File: src/rtl/multicycle_controller_if.sv
// Control bundle between the multicycle controller and its datapath.
// The controller connects through master, the datapath side through slave.
interface multicycle_controller_if #(
   parameter int CNT_W = 32
);
   logic [6:0]       op_code;
   logic [2:0]       funct_3;
   logic             funct_7;
   logic             zero;
   logic             mem_ready;

   logic             pc_write;
   logic             adr_src;
   logic             mem_write;
   logic             ir_write;
   logic [1:0]       result_src;
   logic [2:0]       alu_control;
   logic [1:0]       alu_src_a;
   logic [1:0]       alu_src_b;
   logic [1:0]       imm_src;
   logic             reg_write;
   logic             illegal;
   logic [3:0]       state_dbg;
   logic [CNT_W-1:0] instr_count;

   modport master (
      input  op_code, funct_3, funct_7, zero, mem_ready,
      output pc_write, adr_src, mem_write, ir_write, result_src, alu_control,
             alu_src_a, alu_src_b, imm_src, reg_write, illegal, state_dbg,
             instr_count
   );

   modport slave (
      output op_code, funct_3, funct_7, zero, mem_ready,
      input  pc_write, adr_src, mem_write, ir_write, result_src, alu_control,
             alu_src_a, alu_src_b, imm_src, reg_write, illegal, state_dbg,
             instr_count
   );
endinterface

File: src/rtl/multicycle_controller.sv
// Multicycle RV32I control FSM: main/ALU decode sequenced over shared memory
// and ALU, with memory wait, optional BNE, illegal-opcode trap and retire count.
module multicycle_controller #(
   parameter int MEM_WAIT_EN = 1,
   parameter int BNE_EN      = 1,
   parameter int CNT_W       = 32
) (
   input  logic                           clk,
   input  logic                           reset,
   multicycle_controller_if.master        bus
);

   typedef enum logic [3:0] {
      FETCH    = 4'd0,
      DECODE   = 4'd1,
      MEMADR   = 4'd2,
      MEMREAD  = 4'd3,
      MEMWB    = 4'd4,
      MEMWRITE = 4'd5,
      EXECR    = 4'd6,
      EXECI    = 4'd7,
      ALUWB    = 4'd8,
      BRANCH   = 4'd9,
      JAL      = 4'd10,
      TRAP     = 4'd11
   } state_e;

   localparam logic [6:0] OP_LW  = 7'b0000011;
   localparam logic [6:0] OP_SW  = 7'b0100011;
   localparam logic [6:0] OP_R   = 7'b0110011;
   localparam logic [6:0] OP_I   = 7'b0010011;
   localparam logic [6:0] OP_BR  = 7'b1100011;
   localparam logic [6:0] OP_JAL = 7'b1101111;

   // Moore part of the control word; fetch/mem_wr/branch mark the states
   // whose enables are qualified by mem_ready or zero.
   typedef struct packed {
      logic       adr_src;
      logic [1:0] result_src;
      logic [1:0] src_a;
      logic [1:0] src_b;
      logic [1:0] alu_op;
      logic       reg_write;
      logic       pc_write;
      logic       fetch;
      logic       mem_wr;
      logic       branch;
   } ctrl_t;

   function automatic ctrl_t decode_state(input state_e s);
      ctrl_t c;
      c = '0;
      case (s)
         FETCH:    begin c.src_b = 2'b10; c.result_src = 2'b10; c.fetch = 1'b1; end
         DECODE:   begin c.src_a = 2'b01; c.src_b = 2'b01; end
         MEMADR:   begin c.src_a = 2'b10; c.src_b = 2'b01; end
         MEMREAD:  c.adr_src = 1'b1;
         MEMWB:    begin c.result_src = 2'b01; c.reg_write = 1'b1; end
         MEMWRITE: begin c.adr_src = 1'b1; c.mem_wr = 1'b1; end
         EXECR:    begin c.src_a = 2'b10; c.alu_op = 2'b10; end
         EXECI:    begin c.src_a = 2'b10; c.src_b = 2'b01; c.alu_op = 2'b10; end
         ALUWB:    c.reg_write = 1'b1;
         BRANCH:   begin c.src_a = 2'b10; c.alu_op = 2'b01; c.branch = 1'b1; end
         JAL:      begin c.src_a = 2'b01; c.src_b = 2'b10; c.pc_write = 1'b1; end
         default:  c = '0;
      endcase
      return c;
   endfunction

   state_e           state_q, state_d;
   ctrl_t            ctrl_q;
   logic             illegal_q;
   logic [CNT_W-1:0] cnt_q;
   logic             retire;
   logic             mem_rdy;
   logic             alu_f3_ok;
   logic             br_f3_ok;

   assign mem_rdy   = (MEM_WAIT_EN == 0) || bus.mem_ready;
   assign alu_f3_ok = bus.funct_3 inside {3'b000, 3'b010, 3'b110, 3'b111};
   assign br_f3_ok  = (bus.funct_3 == 3'b000) ||
                      ((BNE_EN != 0) && (bus.funct_3 == 3'b001));

   always_comb begin
      state_d = state_q;
      retire  = 1'b0;
      case (state_q)
         FETCH:    if (mem_rdy) state_d = DECODE;
         DECODE: begin
            case (bus.op_code)
               OP_LW, OP_SW: state_d = MEMADR;
               OP_R:         state_d = alu_f3_ok ? EXECR  : TRAP;
               OP_I:         state_d = alu_f3_ok ? EXECI  : TRAP;
               OP_BR:        state_d = br_f3_ok  ? BRANCH : TRAP;
               OP_JAL:       state_d = JAL;
               default:      state_d = TRAP;
            endcase
         end
         MEMADR:   state_d = (bus.op_code == OP_SW) ? MEMWRITE : MEMREAD;
         MEMREAD:  if (mem_rdy) state_d = MEMWB;
         MEMWRITE: if (mem_rdy) begin state_d = FETCH; retire = 1'b1; end
         MEMWB, ALUWB, BRANCH: begin
            state_d = FETCH;
            retire  = 1'b1;
         end
         EXECR, EXECI, JAL: state_d = ALUWB;
         default:  state_d = TRAP;
      endcase
   end

   // Control word is registered from the next state so it lines up with state_q.
   always_ff @(posedge clk) begin
      if (!reset) begin
         state_q   <= FETCH;
         ctrl_q    <= decode_state(FETCH);
         illegal_q <= 1'b0;
         cnt_q     <= '0;
      end else begin
         state_q <= state_d;
         ctrl_q  <= decode_state(state_d);
         if (state_d == TRAP) illegal_q <= 1'b1;
         if (retire) cnt_q <= cnt_q + CNT_W'(1);
      end
   end

   always_comb begin
      bus.alu_control = 3'b000;
      case (ctrl_q.alu_op)
         2'b01: bus.alu_control = 3'b001;
         2'b10: begin
            case (bus.funct_3)
               3'b000:  bus.alu_control = (bus.op_code[5] && bus.funct_7) ? 3'b001 : 3'b000;
               3'b010:  bus.alu_control = 3'b101;
               3'b110:  bus.alu_control = 3'b011;
               3'b111:  bus.alu_control = 3'b010;
               default: bus.alu_control = 3'b000;
            endcase
         end
         default: bus.alu_control = 3'b000;
      endcase
   end

   always_comb begin
      case (bus.op_code)
         OP_SW:   bus.imm_src = 2'b01;
         OP_BR:   bus.imm_src = 2'b10;
         OP_JAL:  bus.imm_src = 2'b11;
         default: bus.imm_src = 2'b00;
      endcase
   end

   // funct_3[0] separates BNE from BEQ; only those two reach BRANCH.
   assign bus.pc_write  = reset && (ctrl_q.pc_write || (ctrl_q.fetch && mem_rdy) ||
                                    (ctrl_q.branch && (bus.zero ^ bus.funct_3[0])));
   assign bus.ir_write  = reset && ctrl_q.fetch && mem_rdy;
   assign bus.mem_write = reset && ctrl_q.mem_wr && mem_rdy;
   assign bus.reg_write = reset && ctrl_q.reg_write;

   assign bus.adr_src     = ctrl_q.adr_src;
   assign bus.result_src  = ctrl_q.result_src;
   assign bus.alu_src_a   = ctrl_q.src_a;
   assign bus.alu_src_b   = ctrl_q.src_b;
   assign bus.illegal     = illegal_q;
   assign bus.state_dbg   = state_q;
   assign bus.instr_count = cnt_q;

endmodule

File: src/flat_wrapper.sv
// flat-port wrapper written by rule: the top's interface ports become plain ports
module multicycle_controller_flat 
#(
   parameter int MEM_WAIT_EN = 1,
   parameter int BNE_EN      = 1,
   parameter int CNT_W       = 32
)
  (clk, reset, bus_op_code, bus_funct_3, bus_funct_7, bus_zero, bus_mem_ready, bus_pc_write, bus_adr_src, bus_mem_write, bus_ir_write, bus_result_src, bus_alu_control, bus_alu_src_a, bus_alu_src_b, bus_imm_src, bus_reg_write, bus_illegal, bus_state_dbg, bus_instr_count);
  multicycle_controller_if #(.CNT_W(CNT_W)) bus_i ();
  input  logic clk;
  input  logic reset;
  input wire logic [$bits(bus_i.op_code)-1:0] bus_op_code;
  input wire logic [$bits(bus_i.funct_3)-1:0] bus_funct_3;
  input wire logic [$bits(bus_i.funct_7)-1:0] bus_funct_7;
  input wire logic [$bits(bus_i.zero)-1:0] bus_zero;
  input wire logic [$bits(bus_i.mem_ready)-1:0] bus_mem_ready;
  output wire logic [$bits(bus_i.pc_write)-1:0] bus_pc_write;
  output wire logic [$bits(bus_i.adr_src)-1:0] bus_adr_src;
  output wire logic [$bits(bus_i.mem_write)-1:0] bus_mem_write;
  output wire logic [$bits(bus_i.ir_write)-1:0] bus_ir_write;
  output wire logic [$bits(bus_i.result_src)-1:0] bus_result_src;
  output wire logic [$bits(bus_i.alu_control)-1:0] bus_alu_control;
  output wire logic [$bits(bus_i.alu_src_a)-1:0] bus_alu_src_a;
  output wire logic [$bits(bus_i.alu_src_b)-1:0] bus_alu_src_b;
  output wire logic [$bits(bus_i.imm_src)-1:0] bus_imm_src;
  output wire logic [$bits(bus_i.reg_write)-1:0] bus_reg_write;
  output wire logic [$bits(bus_i.illegal)-1:0] bus_illegal;
  output wire logic [$bits(bus_i.state_dbg)-1:0] bus_state_dbg;
  output wire logic [$bits(bus_i.instr_count)-1:0] bus_instr_count;
  assign bus_i.op_code = bus_op_code;
  assign bus_i.funct_3 = bus_funct_3;
  assign bus_i.funct_7 = bus_funct_7;
  assign bus_i.zero = bus_zero;
  assign bus_i.mem_ready = bus_mem_ready;
  assign bus_pc_write = bus_i.pc_write;
  assign bus_adr_src = bus_i.adr_src;
  assign bus_mem_write = bus_i.mem_write;
  assign bus_ir_write = bus_i.ir_write;
  assign bus_result_src = bus_i.result_src;
  assign bus_alu_control = bus_i.alu_control;
  assign bus_alu_src_a = bus_i.alu_src_a;
  assign bus_alu_src_b = bus_i.alu_src_b;
  assign bus_imm_src = bus_i.imm_src;
  assign bus_reg_write = bus_i.reg_write;
  assign bus_illegal = bus_i.illegal;
  assign bus_state_dbg = bus_i.state_dbg;
  assign bus_instr_count = bus_i.instr_count;
  multicycle_controller #(.MEM_WAIT_EN(MEM_WAIT_EN), .BNE_EN(BNE_EN), .CNT_W(CNT_W)) u_core (.clk(clk), .reset(reset), .bus(bus_i));
endmodule
File: config.mk
export PLATFORM = sky130hd
export DESIGN_NAME = multicycle_controller_flat
export DESIGN_NICKNAME = d
export VERILOG_FILES = /design/src/rtl/multicycle_controller_if.sv /design/src/rtl/multicycle_controller.sv /design/src/flat_wrapper.sv
export SDC_FILE = /design/constraint.sdc
export NUM_CORES = 1
export LEC_CHECK = 0
export ABC_AREA = 1
export BUFFER_PORTS_ARGS = -buffer_cell sky130_fd_sc_hd__buf_4
export CAP_MARGIN = 20
export CORE_MARGIN = 10
export CORE_UTILIZATION = 40
export CTS_CLUSTER_SIZE = 30
export DETAILED_ROUTE_END_ITERATION = 7
export GPL_TIMING_DRIVEN = 0
export HOLD_SLACK_MARGIN = 0.15
export PLACE_DENSITY_LB_ADDON = 0.12
export SLEW_MARGIN = 20
export SYNTH_ARGS = -nofsm -noshare
export SYNTH_HDL_FRONTEND = slang
export SYNTH_SLANG_ARGS = --single-unit
File: constraint.sdc
create_clock -name clk -period 1.25 [get_ports clk]
set_input_delay 0.25 -clock clk [delete_from_list [all_inputs] [get_ports clk]]
set_output_delay 0.25 -clock clk [all_outputs]
set_load 0.005 [all_outputs]
==> key figures <==
Detailed routing
  – Iter 0 DRT Violations: 117
  – Routed wire per std cell: 14.55 um
  – Vias/cell: around 5
  – WL final: ~9800 um
  – Router iterations before antenna repair: 4
  – DR DRC count: 0
  – Vias: 3,315
  – DRT antenna net count: 0

Timing
  – Final Hold Vio Count: 0
  – Max_slew headroom: between 50% and 60%
  – Tmin final: roughly 1.5 ns
  – Setup_tns: -10.01 ns
  – Crit share post-route: 123.4%
  – Max-slew violation count: 0
  – Fmax: 0.6481 GHz
  – Final setup violating endpoints: 54
  – PnR worst setup slack: -0.2929 ns
  – RSZ-0062 raised after global routing: yes
  – Worst Clk Skew: 0.01157 ns
  – Hold WS: 0.2645 ns
  – Slew @ Worst Pin: 0.6493 ns

Hold path
  – Hold Path Origin: reset
  – Worst Hold End: u_core.bus.instr_count[6]
  – Hold WC Path Type: in -> reg
  – Hold Path Cell Cnt: 3

Floorplanning
  – Starting Density: 41.12%
  – Core Footprint: 0.007253 mm2
  – Die Wd: 106.4 um
  – Boundary Pins: 68
  – Num rows: 31
  – Die Ht: 106.4 um
  – Die area: 0.01131 mm2

Critical path
  – Worst R2R Path Depth: 8
  – CP Data Arrival Time: 1.78 ns
  – Worst reg2reg endpoint: u_core.bus.instr_count[16]
  – Reg-to-reg slack, setup: -0.29 ns
  – Critical path fanouts, max: 5
  – Crit path launch: u_core.bus.instr_count[7]
  – Worst setup SP type: register
  – FF-to-FF Start: u_core.bus.instr_count[7]
  – Critical path type: reg -> reg
  – CP Capture Type: register
  – WP data required: 1.49 ns

Synthesis
  – YS warnings: 0
  – Post-synthesis mux area share: 0%
  – Post-Synth Simple-Gate Area: 40.35%
  – Syn Nets: 477
  – Syn Inst Count: 459
  – Mean Syn Cell Area: 6.499 um2
  – Compound-Gate Fraction of Synth Area: between 10% and 20%
  – Share of Yosys cell area claimed by the top area cell type: about a third
  – Top cells by area, synth: dfxtp_1 (34%), nand2_1 (16%), nor2_1 (8.6%), inv_1 (6.3%), a21oi_1 (5.0%)
  – Post-Synth Adder-Cell Area: 1.258%
  – Synth Area in XOR/XNOR: around 3.8%
  – Yosys reg bits: 50
  – Sequential-to-total area share from yosys stat: roughly 34%
  – Combinational family with the most area after synthesis: simple AND/OR/NAND/NOR gates
  – Cell Area, Synth: 0.002983 mm2
  – Synth cell types: 35
  – Most area-hungry cell type in the Yosys netlist: dfxtp_1

Placed design
  – GP Congestion: slightly below 0.9
  – I/O Buffers: 67
  – HPWL after detailed placement: 7091 um
  – Cell Area, Placed: roughly 0.0037 mm2
  – Placed cell count: 625
  – Post-Place Worst Slack: -0.3785 ns

Clocking
  – TritonCTS clock tree: built
  – Largest buffer count on any clock path: 2
  – CTS root buffer: clkbuf_8
  – Total CTS buffers: 5
  – Hold Buf Count CTS: 0
  – Clk slew on worst S/H paths: 0.10 ns
  – Clk_lat worst skew: approximately 0.31 ns
  – CTS Sinks: 50
  – H-tree depth: 2

Final layout
  – Fill cell count: 659
  – Ant diodes: 0
  – Share of layout cells above drive strength 1: 50.17%
  – Sequential cell area: between 0.001 and 0.0015 mm2
  – Non-Filler Instances: 677
  – Area of the multi-input gates: 0.002157 mm2
  – Fin util: 65.02%
  – Area delta synth->final: 58.10%
  – Final net count: 595
  – Post-route cell area: approximately 0.0047 mm2

Global route
  – Initial antenna violation count: 0
  – Global-route wire length before repair: approximately 15,000 um
  – Vias in the first global route: between 3k and 4k
  – Largest net degree at the start of global routing: 17
  – GRT overflow: 0
  – GR Util All Layers: 16.39%

Pwr
  – LEAKAGE: 2.235 nW
  – Total power: 5.479 mW
  – Worst VDD drop: 0.5141 mV
  – Pwr dens: 1162 mW/mm2

Flow run
  – Maxcap violations: 0

Run status
  – Outcome: finished with violations
  – Failing checks: setup timing
-- placed cells by master (no fill, tap or decap), drive strengths merged --
cell type    n
a211oi       1
o21ai       17
o2111ai      1
xnor2        8
a21oi       30
nor3b        1
a31oi        1
buf        122
nor4         1
nand4       13
inv         58
nand3b       2
dfxtp       50
xor2         5
clkbuf      10
o21bai       3
nand3       21
nor3        20
nor2        77
a21boi       2
ha           3
nand2      132
-- layout make-up --
cell class,count,share of cell area (%)
multi-input cells,338,45.74
flip-flops and latches,50,23.59
repair buffers,111,18.63
inverters,56,5.041
well taps,99,2.627
plain buffers,15,2.574
clock buffers,6,1.539
clock inverters,2,0.2653
-- flip-flops by register name (all words and copies together), names as in the netlist --
name / cells
u_core.bus.adr_src: 1
u_core.bus.result_src: 2
u_core.bus.state_dbg: 4
u_core.bus.alu_src_a: 2
u_core.bus.alu_src_b: 2
u_core.ctrl_q: 6
u_core.bus.illegal: 1
u_core.bus.instr_count: 32
-- cell usage after synthesis (all sizes together) --
cell type  number
o21ai          17
nor3           20
nor4            1
nand2         132
ha              3
clkbuf          5
buf            10
a21boi          2
dfxtp          50
nand4          13
xnor2           8
nor2           77
nand3b          2
inv            56
xor2            5
nor3b           1
a211oi          1
a31oi           1
a21oi          30
nand3          21
o21bai          3
o2111ai         1
-- routing by layer --
| metal | up-vias | global-route usage, % | wire length [um] |
|---|---|---|---|
| li1 | 1702 | - | - |
| met1 | 1512 | 20.51 | 4317 |
| met2 | 89 | 26.94 | 4768 |
| met3 | 12 | 4.469 | 649 |
| met4 | 0 | 4.642 | 112 |
| met5 | - | 0 | 0 |
-- how the worst max path moves through the flow --
stage	slack, ns	endpoint	cells after the start
3_3_place_gp	-0.32	u_core.bus.instr_count[31]	9
6_report	-0.29	u_core.bus.instr_count[16]	8
3_5_place_dp	-0.38	u_core.bus.instr_count[31]	8
2_1_floorplan	-0.07	u_core.bus.instr_count[16]	10
5_1_grt	-0.43	u_core.bus.alu_src_a[1]	10
4_1_cts	-0.21	u_core.bus.instr_count[1]	7
-- cell families (layout without fill, tap and decap cells) --
kind of cell | after synthesis | in the layout
and+or+nand+nor | 267 | 267
buffers and inverters | 71 | 190
AOI/OAI and AO/OA | 55 | 55
DFF | 50 | 50
xor gates and xnor gates | 13 | 13
adders and majority gates | 3 | 3
-- critical path: stages, from the launching register on --
cell and delay [ns]:
dfxtp_4 0.39, nand2_4 0.10, nor2_4 0.11, nand3_2 0.09
nor3_4 0.30, nand4_1 0.20, o21bai_1 0.16, inv_1 0.05
nor2_1 0.07
-- what timing repair did --
action                                 CTS  global route
pin swaps                               26            49
gates resized for setup                 82           112
setup endpoints to repair               56            57
setup buffers                           20            24
endpoints found under the hold margin    0             0
-- report_power, final --
group          internal (mW)  leakage, nW  switching [mW]
Clock                  0.399       0.0461           0.550
Sequential              1.77        0.430           0.167
Combinational           1.15         1.76            1.44
Total                   3.32         2.23            2.16
Note: power is estimated with default switching activity, not from simulation.
